--- config.mk ---
export PLATFORM = sky130hd
export DESIGN_NAME = fifo_unpack
export DESIGN_NICKNAME = d
export VERILOG_FILES = /design/src/rtl/fifo_unpack.sv
export SDC_FILE = /design/constraint.sdc
export NUM_CORES = 1
export LEC_CHECK = 0
export CORE_UTILIZATION = 27
export DETAILED_ROUTE_END_ITERATION = 10
export GPL_TIMING_DRIVEN = 0
export REMOVE_ABC_BUFFERS = 1
export SYNTH_ARGS = -nofsm -noshare
export SYNTH_HDL_FRONTEND = slang
export SYNTH_SLANG_ARGS = --single-unit
--- constraint.sdc ---
create_clock -name clk -period 1.9 [get_ports clk]
set_input_delay 0.57 -clock clk [delete_from_list [all_inputs] [get_ports clk]]
set_output_delay 0.57 -clock clk [all_outputs]
set_load 0.01 [all_outputs]
--- src/rtl/fifo_unpack.sv ---
// Reads wide words from an upstream FIFO and replays them MSB-first as a byte
// stream with valid/ready/last handshaking and a count of completed words.
module fifo_unpack #(
  parameter int DATA_WIDTH = 72,
  parameter int CNT_WIDTH  = 16
) (
  input  logic                  clk,
  input  logic                  clr,
  input  logic [DATA_WIDTH-1:0] fifo_dout,
  input  logic                  fifo_empty,
  output logic                  fifo_rd_en,
  output logic [7:0]            out_data,
  output logic                  out_valid,
  output logic                  out_last,
  input  logic                  out_ready,
  output logic                  busy,
  output logic [CNT_WIDTH-1:0]  words_done
);

  localparam int NBYTES = DATA_WIDTH / 8;
  localparam int IDX_W  = (NBYTES > 1) ? $clog2(NBYTES) : 1;
  localparam logic [IDX_W-1:0] LAST_IDX = IDX_W'(NBYTES - 1);

  typedef enum logic {IDLE, SEND} state_e;

  state_e                 state_q;
  logic                   pop_q;
  logic [DATA_WIDTH-1:0]  shift_q;
  logic [DATA_WIDTH-1:0]  shift_d;
  logic [IDX_W-1:0]       idx_q;
  logic [IDX_W-1:0]       idx_d;
  logic [7:0]             out_data_q;
  logic                   out_valid_q;
  logic                   out_last_q;
  logic [CNT_WIDTH-1:0]   words_q;
  logic                   accept;

  // pop_q blocks a pop in the cycle where the upstream empty/dout are still stale
  assign fifo_rd_en = (state_q == IDLE) && !fifo_empty && !pop_q && !clr;
  assign busy       = (state_q == SEND);
  assign accept     = out_valid_q && out_ready;
  assign shift_d    = shift_q << 8;
  assign idx_d      = idx_q + 1'b1;

  assign out_data   = out_data_q;
  assign out_valid  = out_valid_q;
  assign out_last   = out_last_q;
  assign words_done = words_q;

  always_ff @(posedge clk) begin
    if (clr) begin
      state_q     <= IDLE;
      pop_q       <= 1'b0;
      shift_q     <= '0;
      idx_q       <= '0;
      out_data_q  <= '0;
      out_valid_q <= 1'b0;
      out_last_q  <= 1'b0;
      words_q     <= '0;
    end else begin
      pop_q <= fifo_rd_en;
      case (state_q)
        IDLE: begin
          if (fifo_rd_en) begin
            shift_q     <= fifo_dout;
            idx_q       <= '0;
            out_data_q  <= fifo_dout[DATA_WIDTH-1 -: 8];
            out_valid_q <= 1'b1;
            out_last_q  <= (NBYTES == 1);
            state_q     <= SEND;
          end
        end
        SEND: begin
          // Without a handshake every output register simply holds its value
          if (accept) begin
            if (out_last_q) begin
              out_valid_q <= 1'b0;
              out_last_q  <= 1'b0;
              words_q     <= words_q + 1'b1;
              state_q     <= IDLE;
            end else begin
              shift_q    <= shift_d;
              idx_q      <= idx_d;
              out_data_q <= shift_d[DATA_WIDTH-1 -: 8];
              out_last_q <= (idx_d == LAST_IDX);
            end
          end
        end
      endcase
    end
  end

endmodule

==> metrics.csv <==
metric;value;unit
status;finished, violations left;
failing_checks;setup timing;
max-clock-path-buffers;2;
adder_and_majority_cell_fraction_of_the_synthesized_area;0.008501;
cts_hold_buf;0;
row_count;46;
rr_startpoint;busy;
detailedRoute.firstIterationViolations;126;
power.static_leakage;2.515;nW
pin_count_of_the_biggest_net_entering_global_routing;57;
postLayoutCellArea;7032;sq um
hold_path_startpoint;idx_q[3];
power.total;5.330;mW
die_y;129.9;microns
antenna_found_initial;0;
post_synthesis_sequential_element_count;96;
wire_length_of_the_first_global_routing_pass;19420;microns
layout-drive-gt1-share;0.3219;
dp.final_hpwl;6925;microns
drt-total-wl;12380;microns
power_density;758.0;nW/um^2
max_rail_drop_vdd;375.7;uV
detail-route-antenna-nets;0;
fin_nets;657;
async_flop_share;0;
netlist-cell-type-count;34;
critical_path_class;input pin to register;
design.die.area;16870;sq um
initial_utilization;0.2770;
fmax;0.5057;GHz
timing.max_slew.rel_slack;0.7606;
gr-usage-all-layers;0.1503;
flow.area_growth_from_synthesis;59.25;%
max_slew.worst_pin.slew;0.3592;ns
last_weighted_congestion_value_of_the_routability_driven_placer;0.7135;
timing.final.setup_violations;21;
synthTopCellsByArea;sky130_fd_sc_hd__dfxtp_1 (44%), sky130_fd_sc_hd__mux2i_1 (15%), sky130_fd_sc_hd__a211oi_2 (14%), sky130_fd_sc_hd__nor2_1 (7.3%), sky130_fd_sc_hd__a211oi_1 (2.4%);
post_layout_nonfiller_instances;797;
syn-cell-area;4415;sq um
dpl.cell_count;726;
critical_path.reg2reg.endpoint;shift_q[43];
globalRouteOverflowTotal;0;
ioPinCount;104;
antennaDiodeCount;0;
whs_endpoint;idx_q[3];
die_w;129.9;microns
final_util;0.4411;
layout_skew;0.005130;ns
min_delay_path_depth;2;
synth_simple_gate_area_share;0.1281;
synth_seq_area_share;0.4353;
synthMuxAreaShare;0.1451;
cts_htree_levels;3;
setup.reg_to_reg.worst_slack;-0.06;ns
grt_pass1_vias;3791;
setup_repair_after_global_routing_missed_its_margin;yes;
numCtsBuffers;9;
postSynth.topFlopCell;sky130_fd_sc_hd__dfxtp_1;
routedWlPerCell;15.53;microns
synthXorXnorAreaFrac;0.02182;
clock_insertion_delay_worst_skew;0.34;ns
yosys.area.top_type;sky130_fd_sc_hd__dfxtp_1;
first_pass_iteration_count_of_the_detailed_router;4;
number_of_remaining_drc_errors;0;
worst-path-max-fanout;42;
numPortBuffers;103;
clk_transition_reported_paths;0.06;ns
cp_data_arrival_time;2.20;ns
route.vias.total;3798;
worst_setup_path_start_kind;input pin;
part_of_the_cycle_the_worst_path_needs;1.041;
synth-compound-area-share;0.2105;
syn_avg_cell_area;10.15;sq um
layout_commonest_cell;sky130_fd_sc_hd__clkdlybuf4s50_1;
ctsRootBufferMaster;sky130_fd_sc_hd__clkbuf_16;
synth-edff-count;0;
synth_top_family_by_area;compound AO/OA/AOI/OAI gates;
depth_of_the_worst_register_to_register_path;9;
max_cap_violations;0;
routed_via_density;4.765;
worst_slack;-0.07763;ns
post-place-ws;-1.215;ns
cts_tree;done;
cp_capture_type;register;
report.final.slew_viol_count;0;
core_region_area;15940;sq um
netlist.area_leader.share;0.4353;
cts_num_sinks;96;
mostFrequentLayoutCells;sky130_fd_sc_hd__clkdlybuf4s50_1 (93), sky130_fd_sc_hd__dfxtp_1 (84), sky130_fd_sc_hd__mux2i_1 (64), sky130_fd_sc_hd__nor2_1 (57), sky130_fd_sc_hd__a211oi_2 (53);
postSynthCellCount;435;
cp_data_required_time;2.12;ns
holdCritPathClass;register to register;
period_minus_slack;1.978;ns
finalHoldViolations;0;
placement.cell_area;5669;sq um
yosys_warnings;0;
==> timing repair <==
item	4_1_cts	5_1_grt
endpoints found under the setup margin	93	78
endpoints found under the hold margin	0	0
cloned	11	4
pin swaps	38	17
buffers inserted	46	3
gates resized for setup	109	25
==> synthesized netlist by cell type (all sizes together), types with 5 or more instances <==
library cell	number
dfxtp	96
nor2	86
a211oi	64
mux2i	64
buf	20
clkbuf	18
a21oi	11
a22oi	10
nand2	9
nand3	7
nand4	6
xor2	6
or4	5
xnor2	5
==> registers in the layout, indices dropped and copies added (netlist names) <==
signal	cells
shift_q	64
idx_q	4
words_done	16
out_last	1
pop_q	1
busy	1
out_data	8
out_valid	1
==> through the flow <==
stage                     TNS, ns  hold slack (ns)
after detailed placement   -59.33           0.4725
after global routing       -4.530           0.4988
after global placement    -644.14           0.4630
after floorplan           -401.62           0.4428
final                     -0.7516           0.4785
after CTS                  -3.889           0.4816
==> critical path, cell delays in order <==
cell,delay [ns]
sky130_fd_sc_hd__buf_12,0.16
sky130_fd_sc_hd__or4_4,0.46
sky130_fd_sc_hd__buf_6,0.14
sky130_fd_sc_hd__a22oi_2,0.13
sky130_fd_sc_hd__buf_6,0.17
sky130_fd_sc_hd__buf_12,0.14
sky130_fd_sc_hd__buf_12,0.12
sky130_fd_sc_hd__buf_16,0.13
sky130_fd_sc_hd__buf_6,0.10
sky130_fd_sc_hd__a211oi_2,0.05
==> per-layer routing <==
metal	share of wire	wire [microns]	GRT usage	vias to the layer above
li1	-	-	-	1869
met1	0.44	5490	0.1786	1835
met2	0.50	6184	0.2649	79
met3	0.041	506	0.02911	15
met4	0.016	196	0.06156	0
met5	0	0	0	-
==> worst max path at each step <==
stage | from | endpoint | slack [ns] | cells after the start
after global placement | clr | idx_q[2] | -8.51 | 5
after floorplan | busy | idx_q[2] | -5.48 | 4
after global routing | busy | shift_q[43] | -0.14 | 9
final | clr | shift_q[43] | -0.08 | 10
after detailed placement | fifo_empty | fifo_rd_en | -1.22 | 4
after CTS | busy | shift_q[38] | -0.14 | 9
==> layout make-up <==
type                            count  area, sq um
Clock inverter                      3        65.06
Timing Repair Buffer              170         2087
Multi-Input combinational cell    299         2405
Inverter                            2        11.26
Fill cell                        1509         8911
Sequential cell                    96         1939
Clock buffer                       11        254.0
Tap cell                          216        270.3
==> where the power goes <==
| part | total [mW] | switching, mW | internal, mW |
|---|---|---|---|
| Clock | 1.98 | 0.766 | 1.22 |
| Sequential | 2.21 | 0.0779 | 2.14 |
| Combinational | 1.13 | 0.469 | 0.663 |
==> kinds of logic after synthesis <==
family          after synthesis
buf+inv                      40
simple gates                127
flops                        96
compound gates               94
mux                          64
xor+xnor                     11
fa+ha+maj                     3
No activity file was read; power rests on OpenSTA's default activity.
